$ cat config.mk
export PLATFORM = sky130hd
export DESIGN_NAME = vga_timing_ctrl
export DESIGN_NICKNAME = d
export VERILOG_FILES = /design/src/rtl/vga_timing_ctrl.sv
export SDC_FILE = /design/constraint.sdc
export NUM_CORES = 1
export LEC_CHECK = 0
export ABC_AREA = 1
export BUFFER_PORTS_ARGS = -buffer_cell sky130_fd_sc_hd__buf_2
export CAP_MARGIN = 20
export CORE_MARGIN = 5
export CORE_UTILIZATION = 46
export CTS_CLUSTER_DIAMETER = 30
export DETAILED_ROUTE_END_ITERATION = 10
export GPL_ROUTABILITY_DRIVEN = 1
export HOLD_SLACK_MARGIN = 0.15
export PLACE_DENSITY = 0.69
export SLEW_MARGIN = 10
export SYNTH_ARGS = -nofsm -noshare
export SYNTH_HDL_FRONTEND = slang
export SYNTH_SLANG_ARGS = --single-unit
$ cat constraint.sdc
create_clock -name vga_clk -period 3.17 [get_ports vga_clk]
set_input_delay 0.951 -clock vga_clk [delete_from_list [all_inputs] [get_ports vga_clk]]
set_output_delay 0.951 -clock vga_clk [all_outputs]
set_load 0.02 [all_outputs]
$ cat src/rtl/vga_timing_ctrl.sv
// rtl/vga_timing_ctrl.sv - VGA raster timing generator with pixel request and RGB capture
module vga_timing_ctrl #(
  parameter int H_SYNC   = 96,
  parameter int H_BACK   = 48,
  parameter int H_VALID  = 640,
  parameter int H_FRONT  = 16,
  parameter int V_SYNC   = 2,
  parameter int V_BACK   = 33,
  parameter int V_VALID  = 480,
  parameter int V_FRONT  = 10,
  parameter int SYNC_POL = 0
) (
  input  logic        vga_clk,
  input  logic        sys_rst,
  input  logic [15:0] pix_data,
  output logic [9:0]  pix_x,
  output logic [9:0]  pix_y,
  output logic        pix_req,
  output logic        hsync,
  output logic        vsync,
  output logic [15:0] rgb,
  output logic        rgb_valid,
  output logic        line_start,
  output logic        frame_start
);

  localparam int H_TOTAL = H_SYNC + H_BACK + H_VALID + H_FRONT;
  localparam int V_TOTAL = V_SYNC + V_BACK + V_VALID + V_FRONT;
  localparam int HA      = H_SYNC + H_BACK;
  localparam int VA      = V_SYNC + V_BACK;

  // All window decodes are done on 10-bit unsigned values.
  localparam logic [9:0] H_LAST   = 10'(H_TOTAL - 1);
  localparam logic [9:0] V_LAST   = 10'(V_TOTAL - 1);
  localparam logic [9:0] H_SYNC_W = 10'(H_SYNC);
  localparam logic [9:0] V_SYNC_W = 10'(V_SYNC);
  localparam logic [9:0] REQ_H_LO = 10'(HA - 1);
  localparam logic [9:0] REQ_H_HI = 10'(HA + H_VALID - 2);
  localparam logic [9:0] DSP_H_LO = 10'(HA);
  localparam logic [9:0] DSP_H_HI = 10'(HA + H_VALID - 1);
  localparam logic [9:0] V_LO     = 10'(VA);
  localparam logic [9:0] V_HI     = 10'(VA + V_VALID - 1);
  localparam logic       SYNC_ON  = (SYNC_POL != 0);

  logic [9:0] h_cnt;
  logic [9:0] v_cnt;
  logic       running;
  logic [9:0] h_nxt;
  logic [9:0] v_nxt;
  logic       v_act_nxt;
  logic       req_nxt;
  logic       dsp_nxt;

  // Next raster position; the first clock after reset holds (0,0) so that
  // position is presented for a full cycle together with frame_start.
  always_comb begin
    h_nxt = h_cnt;
    v_nxt = v_cnt;
    if (!running) begin
      h_nxt = 10'd0;
      v_nxt = 10'd0;
    end else if (h_cnt == H_LAST) begin
      h_nxt = 10'd0;
      v_nxt = (v_cnt == V_LAST) ? 10'd0 : v_cnt + 10'd1;
    end else begin
      h_nxt = h_cnt + 10'd1;
    end
  end

  // Window decodes on the next position so registered outputs line up with the counters.
  always_comb begin
    v_act_nxt = (v_nxt >= V_LO) && (v_nxt <= V_HI);
    req_nxt   = v_act_nxt && (h_nxt >= REQ_H_LO) && (h_nxt <= REQ_H_HI);
    dsp_nxt   = v_act_nxt && (h_nxt >= DSP_H_LO) && (h_nxt <= DSP_H_HI);
  end

  // Counters plus every registered timing output.
  always_ff @(posedge vga_clk or posedge sys_rst) begin
    if (sys_rst) begin
      h_cnt       <= 10'd0;
      v_cnt       <= 10'd0;
      running     <= 1'b0;
      hsync       <= ~SYNC_ON;
      vsync       <= ~SYNC_ON;
      pix_req     <= 1'b0;
      pix_x       <= 10'h3FF;
      pix_y       <= 10'h3FF;
      rgb_valid   <= 1'b0;
      line_start  <= 1'b0;
      frame_start <= 1'b0;
    end else begin
      h_cnt       <= h_nxt;
      v_cnt       <= v_nxt;
      running     <= 1'b1;
      hsync       <= (h_nxt < H_SYNC_W) ? SYNC_ON : ~SYNC_ON;
      vsync       <= (v_nxt < V_SYNC_W) ? SYNC_ON : ~SYNC_ON;
      pix_req     <= req_nxt;
      pix_x       <= req_nxt ? (h_nxt - REQ_H_LO) : 10'h3FF;
      pix_y       <= req_nxt ? (v_nxt - V_LO) : 10'h3FF;
      rgb_valid   <= dsp_nxt;
      line_start  <= (h_nxt == 10'd0);
      frame_start <= (h_nxt == 10'd0) && (v_nxt == 10'd0);
    end
  end

  // The renderer already registered pix_data one clock after the request, so
  // it is gated straight through; blanking forces zero regardless of pix_data.
  always_comb begin
    rgb = rgb_valid ? pix_data : 16'h0000;
  end

endmodule

# Word level (Yosys, flattened, before mapping)
# Cells that the tools add are included.
[totals]
ff_bits = 47
input_bits = 18
output_inout_bits = 42
word_cells = 43
[op_classes]
add_sub_neg = 4
magnitude_cmp = 8
n_eq_ne = 2
mux = 10
reduce_logical = 8
[ops]
columns = ["cell", "count"]
rows = [
  ["two-way mux 10 bit", 7],
  ["<= comparator 10 bit, second input constant", 3],
  ["adder 10 x 1 -> 10 bit, second input constant", 2],
  ["== test 10 bit, second input constant", 2],
  [">= comparator 10 x 8 -> 1 bit, second input constant", 2],
  ["zero test 10 bit", 2],
  ["two-way mux 16 bit", 1],
  [">= comparator 10 x 6 -> 1 bit, second input constant", 1],
  ["< comparator 10 x 2 -> 1 bit, second input constant", 1],
  ["< comparator 10 x 7 -> 1 bit, second input constant", 1],
  ["subtractor 10 x 6 -> 10 bit, second input constant", 1],
  ["subtractor 10 x 8 -> 10 bit, second input constant", 1],
  ["logical AND 1 bit", 6],
  ["two-way mux 1 bit", 2],
]

# Logic depth before layout (Yosys ltp)
# Gate-level depths: netlist (run 1).
[depth]
ltp_word = 9
ltp_mapped = 18
depth_no_buf = 18

# Worst setup path before layout (run 1)
# Ideal clock, no wire load.
[synth_timing]
kind = "register to register"
start = "register h_cnt[0]"
end = "register pix_x[3]"
setup_time_ns = 0.079
arrival_ns = 2.285
required_ns = 3.091
path_slack_ns = 0.806
stages_incl_launch_ff = 18
path_buffers = 1
period_less_slack_ns = 2.364
cell_sequence = "dfrtp_1 > ha_1 > nand2_2 > nor2_8 > nand2_8 > nand2_4 > nand2_4 > inv_1 > nor2_1 > ha_1 > nor2_1 > nand2_1 > nand2_2 > nand2_1 > nand2_2 > nor2_4 > buf_6 > nand2_2"
[synth_between]
elab_chain_cells = 8
word_cells_on_any_way = 15
classes_between = "add/sub: 2; order compare: 4; eq/ne: 1; mux: 5; reduce/logical: 3"
[synth_lines]
columns = ["element", "line", "rtl"]
rows = [
  ["start, declared", "45", "logic [9:0] h_cnt;"],
  ["start signal, assigned", "92", "h_cnt <= h_nxt;"],
  ["== test 10 bit (*)", "62", "end else if (h_cnt == H_LAST) begin"],
  ["two-way mux 10 bit (*)", "62", ""],
  ["two-way mux 10 bit (*)", "59", "if (!running) begin"],
  ["named net v_nxt[0]", "49", "logic [9:0] v_nxt;"],
  [">= comparator 10 x 6 -> 1 bit or <= comparator 10 bit (tied branches)", "72", "v_act_nxt = (v_nxt >= V_LO) && (v_nxt <= V_HI);"],
  ["logical AND 1 bit (*)", "72", ""],
  ["logical AND 1 bit (*) (2 in series)", "73", "req_nxt = v_act_nxt && (h_nxt >= REQ_H_LO) && (h_nxt <= REQ_H_HI);"],
  ["two-way mux 10 bit (*)", "98", "pix_x <= req_nxt ? (h_nxt - REQ_H_LO) : 10'h3FF;"],
  ["end signal, assigned", "98", ""],
  ["end, declared", "16", "output logic [9:0] pix_x,"],
]
# Mark *: on every way through the listed nets, which the timed path passes. The rest lies on a longest branch.

# Worst setup path in the final report (run 1)
[layout_timing]
start = "register h_cnt[0]"
end = "register pix_y[9]"
[layout_between]
word_cells_on_any_way = 15
classes_between = "add/sub: 2; order compare: 4; eq/ne: 1; mux: 5; reduce/logical: 3"
[layout_lines]
columns = ["element", "line", "rtl"]
rows = [
  ["adder 10 x 1 -> 10 bit or == test 10 bit (tied branches)", "66, 62", ""],
  ["two-way mux 10 bit (*)", "62", ""],
  ["two-way mux 10 bit (*)", "59", ""],
  ["named net h_nxt[0]", "48", "logic [9:0] h_nxt;"],
  [">= comparator 10 x 8 -> 1 bit", "73", ""],
  ["logical AND 1 bit", "73", ""],
  ["logical AND 1 bit (*)", "73", ""],
  ["two-way mux 10 bit (*)", "99", "pix_y <= req_nxt ? (v_nxt - V_LO) : 10'h3FF;"],
  ["end signal, assigned", "99", ""],
  ["end, declared", "17", "output logic [9:0] pix_y,"],
]
# Marked as above.

==> results.cfg, run 1 <==
[outcome]
status = finished, final reports clean

[global_route]
grt_max_degree = 47
grt_first_pass_wirelength_mm = 11.6
grt-ovfl-total = 0
gr-usage-all-layers = 0.169
antenna_found_initial = 0
first_global_vias = 2442

[yosys]
synth_warnings = 0
synthArstFlopShare = 1.00
synth.distinct_cells = 35
synth_top_flop_cell = dfrtp_1
synth.avg_cell_area_sq_um = 7.74
synth-seq-area-share = 0.401
synth_cells = 388
synth_edf_count = 0
syn_area_sq_mm = 0.00300
yosys_register_bits = 47
synth.net_count = 415

[sta]
tightest_slew_ns = 0.907
setup_viol = 0
fin_crit_sh = 0.876
hold_violations = 0
min_period_ns = 2.78
slew_headroom = 0.394
max_freq_ghz = 0.360
finClkSkew_ns = 0.00530
tns_ns = 0
drv_slew = 0
grt_setup_unrepaired = no

[cts]
clock_latency_ns = 0.31
cts.sinks = 47
hold_buffers = 0
cts_tree = built
clkSlewWorstSetupHoldPaths_ns = 0.09
root_buffer = clkbuf_8
htree_levels = 2
ctsResizeCount = 0
cts_buffer_depth = 2
cts_buffers = 5
post-cts-setup-buffer-count = 0

[route]
vias = 2552
via_per_inst = 4.82
drt_pre_antenna_iters = 5
ant_nets = 0
drc = 0
wire_per_inst_um = 12.7
drtIter0Drc = 103
drt-total-wl_mm = 6.72

[power_and_ir_drop]
finalPower_uw = 1180
ir_drop_mv = 0.298
power_density_mw_per_mm2 = 336
p_leak_uw = 0.00201

[layout]
diodes = 0
finalNetCount = 479
drive_gt1_frac = 0.347
area_growth_pct = 17.0
fillers = 580

[critical_path]
r2r-end = pix_y[9]$_DFF_PP1_
startpoint = h_cnt[0]$_DFF_PP0_
cp-end-kind = flip-flop
required_ns = 3.40
path_class = reg2reg
critPathMaxFanout = 20
r2r_setup_slack_ns = 0.39
reg2reg_depth = 17
crit_end = pix_y[9]$_DFF_PP1_
arrival_ns = 3.01
start_kind = flip-flop
r2r-start = h_cnt[0]$_DFF_PP0_

[die]
rows = 29
start_util = 0.473
core-area_sq_mm = 0.00635
die_width_um = 90.8
io_pins = 60
die_h_um = 90.8
dieArea_sq_mm = 0.00824

[min_path]
hp-class = reg2reg
hp-start = v_cnt[1]$_DFF_PP0_

[place]
hpwlAfterDp_mm = 5.25
port-buffer-count = 59
gp_congestion = 0.885

[job]
drv_cap = 0
-- cells by family (layout without fill, tap and decap cells) --
group | count (synthesis) | after routing | share of synthesized area
buffers and inverters | 84 | 149 | 0.112
adder cells (fa/ha/maj) | 9 | 9 | 0.0375
XOR/XNOR | 14 | 14 | 0.0408
flip-flops | 47 | 47 | 0.401
AND/OR/NAND/NOR | 219 | 219 | 0.381
other | 1 | 1 | 0.00125
AO/OA/AOI/OAI | 14 | 14 | 0.0267
-- through the flow --
stage | instances | utilization | hold WS [ns] | setup WS (ns) | cell area, sq um
6_report | 530 | 0.553 | 0.660 | 0.394 | 3510
5_1_grt | 530 | 0.553 | 0.679 | 0.201 | 3510
4_1_cts | 530 | 0.553 | 0.664 | 0.415 | 3510
3_5_place_dp | 522 | 0.533 | 0.644 | 0.445 | 3380
3_3_place_gp | 522 | 0.533 | 0.646 | 0.526 | 3380
2_1_floorplan | 388 | - | 0.577 | 0.806 | 3000
-- worst max-delay path: stages (launching register included) --
cell and delay [ns]:
dfrtp_1 0.42, ha_1 0.25, nand2_2 0.14, nor2_8 0.08, nand2_8 0.12, nand2_4 0.08
inv_4 0.12, nand2_1 0.13, inv_1 0.14, ha_1 0.15, inv_1 0.05, nor2_1 0.21
nand2_1 0.12, nand2_1 0.08, nand2_1 0.08, nor2_4 0.12, buf_4 0.32, nand2_1 0.09
-- layout by cell type, fill, tap and decap left out --
cell type / count
nand2_4: 5
inv_4: 2
nand3_2: 6
nand3_4: 2
clkbuf_8: 5
nand3b_1: 2
nand2_1: 102
nor3_1: 4
dfstp_2: 22
nor2_4: 4
nand4_1: 8
xnor2_1: 2
bufinv_16: 1
inv_1: 69
ha_1: 9
o21ai_2: 2
o21ai_0: 4
nand4_2: 1
clkinv_2: 1
nor2_2: 6
xor2_1: 12
and2_1: 1
inv_2: 8
nand2_2: 26
buf_4: 3
nand2_8: 1
nor2_1: 27
nor2_8: 1
a21oi_1: 1
buf_2: 59
clkbuf_16: 1
o21ai_1: 6
nor3_2: 1
nand3_1: 22
o211ai_1: 1
dfrtp_1: 25
conb_1: 1
-- per-layer routing --
metal / global-route usage / part of all wire / vias up
met2: 0.309 / 0.52 / 66
met5: 0 / 0 / -
met3: 0.0325 / 0.047 / 9
li1: - / - / 1295
met1: 0.203 / 0.43 / 1182
met4: 0.0391 / 0.012 / 0
-- report_power, final --
| part | internal, uW | switching (uW) | leakage, uW |
|---|---|---|---|
| sequential | 608 | 6.79 | 0.000571 |
| combinational | 21.2 | 44.8 | 0.00137 |
| clock | 284 | 215 | 0.0000669 |
-- cells in the mapped netlist (2+ instances only) --
| library cell | number | area share |
|---|---|---|
| nand3_4 | 2 | 0.012 |
| xor2_1 | 12 | 0.035 |
| inv_1 | 70 | 0.087 |
| nand2_1 | 102 | 0.13 |
| nand3_2 | 6 | 0.020 |
| clkbuf_1 | 2 | 0.0025 |
| nand4_1 | 8 | 0.017 |
| nand2_4 | 5 | 0.019 |
| o21ai_0 | 4 | 0.0067 |
| nor2_2 | 6 | 0.013 |
| nor2_4 | 4 | 0.015 |
| o21ai_1 | 6 | 0.010 |
| nand3b_1 | 2 | 0.0050 |
| buf_6 | 2 | 0.0075 |
| inv_2 | 7 | 0.0088 |
| nand2_2 | 26 | 0.054 |
| ha_1 | 9 | 0.038 |
| nor3_1 | 4 | 0.0067 |
| nand3_1 | 22 | 0.037 |
| o21ai_2 | 2 | 0.0058 |
| nor2_1 | 27 | 0.034 |
| dfrtp_1 | 25 | 0.21 |
| xnor2_1 | 2 | 0.0058 |
| dfstp_2 | 22 | 0.19 |
-- final cells by class --
cell class                 instances  area (sq um)  share of cell area
timing repair buffer              62           318              0.0905
inverter                          79           300              0.0855
clock inverter                     2          36.3              0.0103
tap                               77          96.3              0.0274
sequential                        47          1200               0.343
clock buffer                       6          93.8              0.0267
multi-input combinational        257          1460               0.417
-- flip-flops by register name, indices dropped and copies added, names as in the netlist --
name	flops
h_cnt	10
pix_x	10
pix_y	10
v_cnt	10
frame_start	1
hsync	1
line_start	1
pix_req	1
rgb_valid	1
running	1
vsync	1
-- worst min-delay path by stage --
stage / to / slack, ns / cells past startpoint
2_1_floorplan: v_cnt[1]$_DFF_PP0_ / 0.58 / 2
3_3_place_gp: v_cnt[9]$_DFF_PP0_ / 0.65 / 3
3_5_place_dp: v_cnt[1]$_DFF_PP0_ / 0.64 / 2
4_1_cts: v_cnt[1]$_DFF_PP0_ / 0.66 / 2
5_1_grt: v_cnt[1]$_DFF_PP0_ / 0.68 / 2
6_report: v_cnt[1]$_DFF_PP0_ / 0.66 / 2
Note: power is estimated with default switching activity, not from simulation.
==> run 2, diff against run 1 <==
ABC_CLOCK_PERIOD_IN_PS = 2400   (was unset)
CTS_CLUSTER_DIAMETER = 100   (was 30)
PLACE_DENSITY = 0.71   (was 0.69)
clock period = 2.4 ns   (was 3.17 ns; I/O delays follow)
==> results.cfg, run 2 (synthesis gave the netlist of run 1 again) <==
[outcome]
status = finished, final reports clean

[power_and_ir_drop]
netSwitchingPower_uw = 338
power_density_mw_per_mm2 = 369
pwr-share-comb = 0.079
clkPwrFrac = 0.347
swShare = 0.239
p_leak_uw = 0.00217
intPower_uw = 1080
pwr-share-seq = 0.574
ir_drop_mv = 0.317

[critical_path]
critPathMaxFanout = 5
path_class = reg2reg
required_ns = 2.59
reg2reg_depth = 15
cp-end-kind = flip-flop
r2r_setup_slack_ns = 0.1
start_kind = flip-flop
arrival_ns = 2.49

[route]
ant_nets = 0
drt-total-wl_mm = 7.47
drtIter0Drc = 124
wire_per_inst_um = 13.4
vias = 2701
drc = 0
via_per_inst = 4.83
drt_pre_antenna_iters = 4

[layout]
final_common_cell = nand2_1
area_growth_pct = 28.1
fillers = 554
drive_gt1_frac = 0.415
finalNetCount = 508
diodes = 0
final_area_sq_mm = 0.00385
final_cell_mix = nand2_1 (97), inv_1 (67), buf_2 (59)
utilization = 0.606

[die]
core-area_sq_mm = 0.00635
start_util = 0.473
die_h_um = 90.8
io_pins = 60
die_width_um = 90.8
rows = 29
dieArea_sq_mm = 0.00824

[min_path]
hp-class = in2async

[cts]
cts_buffers = 5
clkSlewWorstSetupHoldPaths_ns = 0.09
htree_levels = 2
cts_tree = built
cts.sinks = 47
hold_buffers = 0
clock_latency_ns = 0.30
cts_buffer_depth = 2
root_buffer = clkbuf_8

[global_route]
grt-ovfl-total = 0
first_global_vias = 2519
grt_max_degree = 36
antenna_found_initial = 0
gr-usage-all-layers = 0.176
grt_first_pass_wirelength_mm = 12.1

[place]
placed_area_sq_mm = 0.00353
port-buffer-count = 59
gp_congestion = 0.877
hpwlAfterDp_mm = 5.64

[sta]
min_period_ns = 2.30
finClkSkew_ns = 0.00867
drv_slew = 0
hold_violations = 0
setup_viol = 0
tightest_slew_ns = 0.699
fin_crit_sh = 0.960
tns_ns = 0
max_freq_ghz = 0.434
slew_headroom = 0.533
fin_hold_ws_ns = 0.526

[job]
drv_cap = 0
[run 2: layout make-up]
type | instances | area, sq um | share of cell area
timing repair buffer | 91 | 616 | 0.160
sequential | 47 | 1200 | 0.313
multi-input combinational | 257 | 1540 | 0.400
inverter | 79 | 303 | 0.0787
clock buffer | 7 | 86.3 | 0.0224
tap | 77 | 96.3 | 0.0250
clock inverter | 1 | 5.00 | 0.00130
[run 2: critical path, cell delays in order (launching register included)]
cell	delay [ns]
dfrtp_1	0.42
ha_4	0.17
nand2_4	0.07
nor2_8	0.13
nand2_8	0.09
buf_4	0.17
nor2_4	0.09
nand3_1	0.09
nand3_2	0.13
inv_2	0.07
nor3_1	0.22
nand2_2	0.12
nand2_2	0.10
nor2_4	0.04
buf_12	0.13
clkbuf_16	0.15
[run 2: repair_timing]
action / 4_1_cts / 5_1_grt
hold endpoints to repair: 0 / 0
resized for setup: 1 / 23
pin swaps: 2 / 10
cloned: 0 / 2
buffers inserted: 1 / 10
endpoints found under the setup margin: 20 / 22
[run 2: worst paths after layout]
kind	from	end
worst min-delay path	sys_rst	line_start$_DFF_PP0_
max in group asynchronous	sys_rst	h_cnt[0]$_DFF_PP0_
worst min register to register	v_cnt[9]$_DFF_PP0_	v_cnt[9]$_DFF_PP0_
worst max register to register	h_cnt[0]$_DFF_PP0_	pix_req$_DFF_PP0_
worst max-delay path	h_cnt[0]$_DFF_PP0_	pix_req$_DFF_PP0_
min in group vga_clk	v_cnt[9]$_DFF_PP0_	v_cnt[9]$_DFF_PP0_
[run 2: power by group through the flow]
stage | Combinational (uW) | Sequential (uW) | Clock, uW
after floorplan | 50.3 | 829 | 0
after global placement | 97.6 | 824 | 0
after detailed placement | 99.5 | 825 | 0
after CTS | 100 | 811 | 505
after global routing | 127 | 815 | 547
final | 113 | 813 | 492
[run 2: through the flow]
| stage | worst slack, ns | instances | power, uW |
|---|---|---|---|
| 3_5_place_dp | -0.0160 | 538 | 924 |
| 3_3_place_gp | 0.114 | 538 | 922 |
| 4_1_cts | 0.0140 | 547 | 1420 |
| 5_1_grt | -0.0713 | 559 | 1490 |
| 6_report | 0.0963 | 559 | 1420 |
| 2_1_floorplan | 0.0355 | 388 | 879 |
[run 2: layer usage]
metal / GRT usage / wire, um
met1: 0.224 / 3060
met2: 0.310 / 3950
met3: 0.0317 / 317
met4: 0.0391 / 136
met5: 0 / 0
